[src/rtl/inst_encoder_if.sv]
// Field-level request bus and encoded-word output bus of the instruction encoder.
// The master side (loader or harness) sends field requests and takes encoded words.
// The slave side is the encoder itself.
interface inst_encoder_if #(
  parameter int unsigned ADDR_W = 32,
  parameter int unsigned ERR_W  = 8
) ();

  // Address counter control
  logic              base_load;
  logic [ADDR_W-1:0] base_addr;

  // Field request channel
  logic              in_valid;
  logic              in_ready;
  logic [16:0]       in_full_inst;
  logic [4:0]        in_rd;
  logic [4:0]        in_rs1;
  logic [4:0]        in_rs2;
  logic [31:0]       in_imm;

  // Encoded word channel
  logic              out_valid;
  logic              out_ready;
  logic [31:0]       out_inst;
  logic [ADDR_W-1:0] out_addr;
  logic              out_err;
  logic [ERR_W-1:0]  err_count;

  modport master (
    output base_load, base_addr,
    output in_valid, in_full_inst, in_rd, in_rs1, in_rs2, in_imm,
    input  in_ready,
    output out_ready,
    input  out_valid, out_inst, out_addr, out_err, err_count
  );

  modport slave (
    input  base_load, base_addr,
    input  in_valid, in_full_inst, in_rd, in_rs1, in_rs2, in_imm,
    output in_ready,
    input  out_ready,
    output out_valid, out_inst, out_addr, out_err, err_count
  );

endinterface

[src/rtl/inst_encoder.sv]
// RV32I instruction encoder: assembles a 32-bit instruction word from decoded fields,
// tags it with a byte address and buffers it in a 2-entry output FIFO.
// Out-of-range immediates and unknown opcodes still produce a word, flagged with err.
module inst_encoder #(
  parameter int unsigned ADDR_W = 32,
  parameter int unsigned ERR_W  = 8
) (
  input logic            clk,
  input logic            rst_n,
  inst_encoder_if.slave  bus
);

  // Major opcodes
  localparam logic [6:0] OpR      = 7'b0110011;
  localparam logic [6:0] OpImm    = 7'b0010011;
  localparam logic [6:0] OpLoad   = 7'b0000011;
  localparam logic [6:0] OpJalr   = 7'b1100111;
  localparam logic [6:0] OpSystem = 7'b1110011;
  localparam logic [6:0] OpFence  = 7'b0001111;
  localparam logic [6:0] OpStore  = 7'b0100011;
  localparam logic [6:0] OpBranch = 7'b1100011;
  localparam logic [6:0] OpLui    = 7'b0110111;
  localparam logic [6:0] OpAuipc  = 7'b0010111;
  localparam logic [6:0] OpJal    = 7'b1101111;

  localparam logic [31:0] NopWord = 32'h0000_0013;

  // ---------------------------------------------------------------------------
  // Field extraction
  // ---------------------------------------------------------------------------
  logic [6:0]  op;
  logic [2:0]  f3;
  logic [6:0]  f7;
  logic [4:0]  rd;
  logic [4:0]  rs1;
  logic [4:0]  rs2;
  logic [31:0] imm;

  assign op  = bus.in_full_inst[6:0];
  assign f3  = bus.in_full_inst[9:7];
  assign f7  = bus.in_full_inst[16:10];
  assign rd  = bus.in_rd;
  assign rs1 = bus.in_rs1;
  assign rs2 = bus.in_rs2;
  assign imm = bus.in_imm;

  // An immediate fits in N signed bits when all bits from N-1 upward agree.
  logic fits12;
  logic fits13;
  logic fits21;

  assign fits12 = (&imm[31:11]) | ~(|imm[31:11]);
  assign fits13 = (&imm[31:12]) | ~(|imm[31:12]);
  assign fits21 = (&imm[31:20]) | ~(|imm[31:20]);

  // ---------------------------------------------------------------------------
  // Encoder
  // ---------------------------------------------------------------------------
  logic [31:0] enc_inst;
  logic        enc_err;

  // Pack fields by instruction format and flag immediates that do not fit.
  always_comb begin
    enc_inst = NopWord;
    enc_err  = 1'b1;
    unique case (op)
      OpR: begin
        enc_inst = {f7, rs2, rs1, f3, rd, op};
        enc_err  = 1'b0;
      end
      OpImm, OpLoad, OpJalr, OpSystem, OpFence: begin
        // Shift amounts and their func7 arrive already placed in imm[11:0].
        enc_inst = {imm[11:0], rs1, f3, rd, op};
        enc_err  = ~fits12;
      end
      OpStore: begin
        enc_inst = {imm[11:5], rs2, rs1, f3, imm[4:0], op};
        enc_err  = ~fits12;
      end
      OpBranch: begin
        enc_inst = {imm[12], imm[10:5], rs2, rs1, f3, imm[4:1], imm[11], op};
        enc_err  = ~fits13 | imm[0];
      end
      OpLui, OpAuipc: begin
        enc_inst = {imm[31:12], rd, op};
        enc_err  = |imm[11:0];
      end
      OpJal: begin
        enc_inst = {imm[20], imm[10:1], imm[11], imm[19:12], rd, op};
        enc_err  = ~fits21 | imm[0];
      end
      default: begin
        enc_inst = NopWord;
        enc_err  = 1'b1;
      end
    endcase
  end

  // ---------------------------------------------------------------------------
  // Handshakes
  // ---------------------------------------------------------------------------
  logic [1:0] count_q, count_d;
  logic       push;
  logic       pop;

  assign bus.in_ready  = (count_q < 2'd2);
  assign bus.out_valid = (count_q != 2'd0);

  assign push = bus.in_valid & bus.in_ready;
  assign pop  = bus.out_valid & bus.out_ready;

  // ---------------------------------------------------------------------------
  // Address counter
  // ---------------------------------------------------------------------------
  logic [ADDR_W-1:0] addr_q, addr_d;
  logic [ADDR_W-1:0] push_addr;

  // A base load in the same cycle as a push retargets that very word.
  assign push_addr = bus.base_load ? bus.base_addr : addr_q;

  // Next counter value: advance past a pushed word, or jump to a new base.
  always_comb begin
    addr_d = addr_q;
    if (push) begin
      addr_d = push_addr + ADDR_W'(4);
    end else if (bus.base_load) begin
      addr_d = bus.base_addr;
    end
  end

  // Address counter register.
  always_ff @(posedge clk or negedge rst_n) begin
    if (!rst_n) begin
      addr_q <= '0;
    end else begin
      addr_q <= addr_d;
    end
  end

  // ---------------------------------------------------------------------------
  // Error counter
  // ---------------------------------------------------------------------------
  logic [ERR_W-1:0] err_cnt_q, err_cnt_d;

  // Count erroneous pushes, sticking at all-ones.
  always_comb begin
    err_cnt_d = err_cnt_q;
    if (push && enc_err && !(&err_cnt_q)) begin
      err_cnt_d = err_cnt_q + ERR_W'(1);
    end
  end

  // Error counter register.
  always_ff @(posedge clk or negedge rst_n) begin
    if (!rst_n) begin
      err_cnt_q <= '0;
    end else begin
      err_cnt_q <= err_cnt_d;
    end
  end

  assign bus.err_count = err_cnt_q;

  // ---------------------------------------------------------------------------
  // Output FIFO (2 entries)
  // ---------------------------------------------------------------------------
  logic [31:0]       inst_q [2];
  logic [ADDR_W-1:0] ent_addr_q [2];
  logic              err_q [2];
  logic              rd_ptr_q, rd_ptr_d;
  logic              wr_ptr_q, wr_ptr_d;

  // Occupancy and pointer updates; push and pop together leave occupancy unchanged.
  always_comb begin
    count_d  = count_q;
    rd_ptr_d = rd_ptr_q;
    wr_ptr_d = wr_ptr_q;
    if (push) begin
      wr_ptr_d = ~wr_ptr_q;
    end
    if (pop) begin
      rd_ptr_d = ~rd_ptr_q;
    end
    unique case ({push, pop})
      2'b10:   count_d = count_q + 2'd1;
      2'b01:   count_d = count_q - 2'd1;
      default: count_d = count_q;
    endcase
  end

  // FIFO control state.
  always_ff @(posedge clk or negedge rst_n) begin
    if (!rst_n) begin
      count_q  <= 2'd0;
      rd_ptr_q <= 1'b0;
      wr_ptr_q <= 1'b0;
    end else begin
      count_q  <= count_d;
      rd_ptr_q <= rd_ptr_d;
      wr_ptr_q <= wr_ptr_d;
    end
  end

  // FIFO storage; cleared on reset so the idle head reads as all-zero.
  always_ff @(posedge clk or negedge rst_n) begin
    if (!rst_n) begin
      for (int i = 0; i < 2; i++) begin
        inst_q[i]     <= '0;
        ent_addr_q[i] <= '0;
        err_q[i]      <= 1'b0;
      end
    end else if (push) begin
      inst_q[wr_ptr_q]     <= enc_inst;
      ent_addr_q[wr_ptr_q] <= push_addr;
      err_q[wr_ptr_q]      <= enc_err;
    end
  end

  assign bus.out_inst = inst_q[rd_ptr_q];
  assign bus.out_addr = ent_addr_q[rd_ptr_q];
  assign bus.out_err  = err_q[rd_ptr_q];

endmodule

[src/flat_wrapper.sv]
// flat-port wrapper written by rule: the top's interface ports become plain ports
module inst_encoder_flat 
#(
  parameter int unsigned ADDR_W = 32,
  parameter int unsigned ERR_W  = 8
)
  (clk, rst_n, bus_base_load, bus_base_addr, bus_in_valid, bus_in_full_inst, bus_in_rd, bus_in_rs1, bus_in_rs2, bus_in_imm, bus_in_ready, bus_out_ready, bus_out_valid, bus_out_inst, bus_out_addr, bus_out_err, bus_err_count);
  inst_encoder_if #(.ADDR_W(ADDR_W), .ERR_W(ERR_W)) bus_i ();
  input logic clk;
  input logic rst_n;
  input wire logic [$bits(bus_i.base_load)-1:0] bus_base_load;
  input wire logic [$bits(bus_i.base_addr)-1:0] bus_base_addr;
  input wire logic [$bits(bus_i.in_valid)-1:0] bus_in_valid;
  input wire logic [$bits(bus_i.in_full_inst)-1:0] bus_in_full_inst;
  input wire logic [$bits(bus_i.in_rd)-1:0] bus_in_rd;
  input wire logic [$bits(bus_i.in_rs1)-1:0] bus_in_rs1;
  input wire logic [$bits(bus_i.in_rs2)-1:0] bus_in_rs2;
  input wire logic [$bits(bus_i.in_imm)-1:0] bus_in_imm;
  output wire logic [$bits(bus_i.in_ready)-1:0] bus_in_ready;
  input wire logic [$bits(bus_i.out_ready)-1:0] bus_out_ready;
  output wire logic [$bits(bus_i.out_valid)-1:0] bus_out_valid;
  output wire logic [$bits(bus_i.out_inst)-1:0] bus_out_inst;
  output wire logic [$bits(bus_i.out_addr)-1:0] bus_out_addr;
  output wire logic [$bits(bus_i.out_err)-1:0] bus_out_err;
  output wire logic [$bits(bus_i.err_count)-1:0] bus_err_count;
  assign bus_i.base_load = bus_base_load;
  assign bus_i.base_addr = bus_base_addr;
  assign bus_i.in_valid = bus_in_valid;
  assign bus_i.in_full_inst = bus_in_full_inst;
  assign bus_i.in_rd = bus_in_rd;
  assign bus_i.in_rs1 = bus_in_rs1;
  assign bus_i.in_rs2 = bus_in_rs2;
  assign bus_i.in_imm = bus_in_imm;
  assign bus_in_ready = bus_i.in_ready;
  assign bus_i.out_ready = bus_out_ready;
  assign bus_out_valid = bus_i.out_valid;
  assign bus_out_inst = bus_i.out_inst;
  assign bus_out_addr = bus_i.out_addr;
  assign bus_out_err = bus_i.out_err;
  assign bus_err_count = bus_i.err_count;
  inst_encoder #(.ADDR_W(ADDR_W), .ERR_W(ERR_W)) u_core (.clk(clk), .rst_n(rst_n), .bus(bus_i));
endmodule
[config.mk]
export PLATFORM = sky130hd
export DESIGN_NAME = inst_encoder_flat
export DESIGN_NICKNAME = d
export VERILOG_FILES = /design/src/rtl/inst_encoder_if.sv /design/src/rtl/inst_encoder.sv /design/src/flat_wrapper.sv
export SDC_FILE = /design/constraint.sdc
export NUM_CORES = 1
export LEC_CHECK = 0
export CAP_MARGIN = 10
export CORE_MARGIN = 3
export CORE_UTILIZATION = 53
export CTS_BUF_LIST = sky130_fd_sc_hd__clkbuf_8
export DETAILED_ROUTE_END_ITERATION = 8
export PLACE_DENSITY = 0.82
export RECOVER_POWER = 100
export REMOVE_ABC_BUFFERS = 1
export SLEW_MARGIN = 20
export SYNTH_ARGS = -nofsm -noshare
export SYNTH_HDL_FRONTEND = slang
export SYNTH_SLANG_ARGS = --single-unit
[constraint.sdc]
create_clock -name clk -period 2.7 [get_ports clk]
set_input_delay 0.27 -clock clk [delete_from_list [all_inputs] [get_ports clk]]
set_output_delay 0.27 -clock clk [all_outputs]
set_load 0.01 [all_outputs]
==> flow_summary_export.csv, run 1 <==
group,metric,value,unit
placed_design,dp_hpwl,15.5,mm
detailed_routing,wl_per_cell,16.9,um
floorplan,dieArea,17700,um^2
final_layout,drive_gt1_frac,0.139,
power,peakVddDrop,0.000598,V
grt,grt_antenna_before_repair,0,
detailed_routing,drc_errors,0,
cts,root_buffer,"clkbuf_8",
cts,htree_levels,4,
logic_synthesis,postSynthAreaPerCell,10.2,um^2
grt,met3_usage,0.0494,
grt,grt_max_degree,62,
final_layout,multi_input_area,3940,um^2
logic_synthesis,netlist_area,8550,um^2
power,powerDensity,826,nW/um^2
grt,grt_pass1_vias,7006,
cts,post-cts-setup-buffer-count,0,
logic_synthesis,synth_seq_cells,174,
setup_path,start_kind,"flop",
cts,clk_pin_slew,0.10,ns
final_layout,nets,1131,
worst_hold_path,hold_class,"in -> reg",
cts,numCtsBuffers,17,
floorplan,rows,45,
sta,skew,0.0156,ns
sta,rsz0062_at_grt,"false",
setup_path,end_kind,"output pin",
floorplan,die_w,133,um
final_layout,fillers,1180,
power,p_leak,4.75,nW
setup_path,critPathMaxFanout,22,
run,cap_violations,0,
cts,cts_tree,"built",
grt,met2_usage,0.404,
final_layout,fin_area,11100,um^2
sta,worstMarginPinSlew,1.33,ns
logic_synthesis,synth_ff_type,"dfrtp_1",
cts,clock_latency,0.46,ns
sta,worst_slack,0.142,ns
final_layout,antennaDiodeCount,0,
detailed_routing,vias_per_cell,5.52,
placed_design,placed_cell_area,10800,um^2
sta,timing.final.crit_share,0.947,
floorplan,io_pins,176,
cts,cts_sinks,174,
final_layout,regArea,4360,um^2
placed_design,numPortBuffers,175,
logic_synthesis,synth.distinct_cells,54,
sta,fin_tns_setup,0,ns
final_layout,area_delta_synth_final,29.3,%
detailed_routing,first_iter_violations,532,
floorplan,die_height,133,um
setup_path,cp.arrival,2.29,ns
sta,finalCriticalPeriod,2.56,ns
placed_design,gp_congestion,0.898,
power,total_power,9.13,mW
placed_design,dp.cells,1218,
logic_synthesis,ys_seq_area_frac,0.509,
final_layout,final_cells,1251,
detailed_routing,drt-total-wl,21.2,mm
logic_synthesis,async_flop_share,1.00,
floorplan,core_area,15500,um^2
sta,fmax,0.391,GHz
grt,gr-total-overflow,0,
logic_synthesis,syn_inst,841,
cts,clockBufferDepth,2,
logic_synthesis,synth-edff-count,0,
run_status,outcome,"complete, no violations",
detailed_routing,num_vias,6911,
sta,timing.slew.headroom,0.110,
detailed_routing,firstDrtPassIters,5,
floorplan,initial_utilization,0.552,
sta,setup_viol,0,
sta,hold_violations,0,
grt,use_met1,0.330,
sta,slew_violations,0,
grt,grt_pass1_wl,35.4,mm
logic_synthesis,ys_warn_count,0,
setup_path,required,2.43,ns
grt,grt_usage,0.246,
placed_design,preCtsSetupSlack,0.0765,ns
setup_path,crit_type,"reg -> out",
detailed_routing,drtAntennaViolNets,0,
grt,grt.busiest_layer,"met2",
cells in the mapped netlist (15+ instances only):
| cell | count | area share |
|---|---|---|
| a22oi_1 | 15 | 0.013 |
| clkbuf_1 | 40 | 0.018 |
| dfrtp_1 | 174 | 0.51 |
| mux2_2 | 66 | 0.087 |
| mux2i_1 | 34 | 0.040 |
| nand2_1 | 154 | 0.068 |
| nand3_1 | 21 | 0.012 |
| nor2_1 | 20 | 0.0088 |
| o21ai_0 | 110 | 0.064 |
| o21ai_1 | 20 | 0.012 |
| xnor2_1 | 20 | 0.020 |
| xor2_1 | 22 | 0.023 |
what timing repair did:
| action | CTS | global route |
|---|---|---|
| gates resized for setup | 0 | 1 |
| endpoints found under the setup margin | 0 | 1 |
| hold buffers | 1 | 0 |
| hold endpoints to repair | 47 | 0 |
metrics by stage:
step / hold slack (ns) / utilization
finish: 0.305 / 0.714
CTS: 0.269 / 0.720
global placement: 0.239 / 0.695
detailed placement: 0.242 / 0.695
global route: 0.302 / 0.714
floorplan: -0.0256 / -
report_power, final:
group | total (mW) | internal, mW | switching, mW
Sequential | 3.85 | 3.37 | 0.480
Combinational | 3.56 | 1.85 | 1.71
Clock | 1.73 | 0.685 | 1.04
Total | 9.13 | 5.90 | 3.24
layout by cell type, fill, tap and decap left out, drive strengths merged, types with 2 or more instances in the layout:
master and n:
dfrtp 174, nand2 154, o21ai 130, clkdlybuf4s50 119, mux2 68, dlygate4sd3 55, mux2i 34, clkbuf 34
buf 26, xor2 22, nor2 22, nand3 21, xnor2 20, inv 19, a22oi 15, nand2b 14
a21oi 14, nand3b 13, a222oi 12, nand4 8, nor4 8, nor3 7, and3 6, and2 5
clkinv 5, or2 4, or3 3, ha 3, a211oi 3, or4 3, a211o 2, clkinvlp 2
a21boi 2
logic make-up (layout without fill, tap and decap cells):
group	count (synthesis)	after routing	share of synthesized area
muxes	102	102	0.129
xor gates and xnor gates	42	42	0.0430
AOI/OAI and AO/OA	186	186	0.132
adders and majority gates	3	3	0.00439
DFF	174	174	0.509
and+or+nand+nor	273	273	0.152
buffers and inverters	61	260	0.0309
layout make-up:
class,count,share of cell area
Sequential cell,174,0.394
Inverter,11,0.00373
Clock inverter,15,0.0135
Clock buffer,17,0.0212
Timing Repair Buffer,217,0.188
Tap cell,211,0.0239
Multi-Input combinational cell,606,0.356
flip-flops by register name, indices dropped and copies added (netlist names):
signal	cells
u_core.wr_ptr_q	1
u_core.rd_ptr_q	1
u_core.err_q	2
u_core.count_q	2
u_core.inst_q	64
u_core.bus.err_count	8
u_core.addr_q	32
u_core.ent_addr_q	64
worst max-delay path, cell delays in order (launching register included):
cell and delay, ns:
dfrtp_4 0.62, buf_12 0.22, mux2_2 0.37, dlygate4sd3_1 0.61
per-layer routing:
layer  wire, um  part of all wire  vias to the layer above
li1           -                 -                     3339
met1       9360              0.44                     3378
met2      10500              0.50                      165
met3        842             0.040                       29
met4        431             0.020                        0
met5          0                 0                        -
worst paths after layout:
path	startpoint	endpoint	slack (ns)	depth (start not counted)
min	bus_base_load	u_core.addr_q[5]$_DFF_PN0_	0.31	4
max	u_core.rd_ptr_q$_DFFE_PN0P_	bus_out_inst[22]	0.14	3
max in group asynchronous	rst_n	u_core.rd_ptr_q$_DFFE_PN0P_	0.51	3
min reg2reg	u_core.inst_q[32]$_DFFE_PN0P_	u_core.inst_q[32]$_DFFE_PN0P_	0.47	1
max reg2reg	u_core.count_q[1]$_DFFE_PN0P_	u_core.inst_q[60]$_DFFE_PN0P_	0.31	6
min in group asynchronous	rst_n	u_core.ent_addr_q[14]$_DFFE_PN0P_	0.59	2
Power figures use the tool's default switching activity.
==> inputs of run 2 (changes only) <==
--- a/config.mk
+++ b/config.mk
@@ -5,7 +5,6 @@
 export SDC_FILE = /design/constraint.sdc
 export NUM_CORES = 1
 export LEC_CHECK = 0
-export CAP_MARGIN = 10
 export CORE_MARGIN = 3
 export CORE_UTILIZATION = 53
 export CTS_BUF_LIST = sky130_fd_sc_hd__clkbuf_8
==> results of run 2 <==
No change in the layout: final DEF, timing and power equal those of run 1.
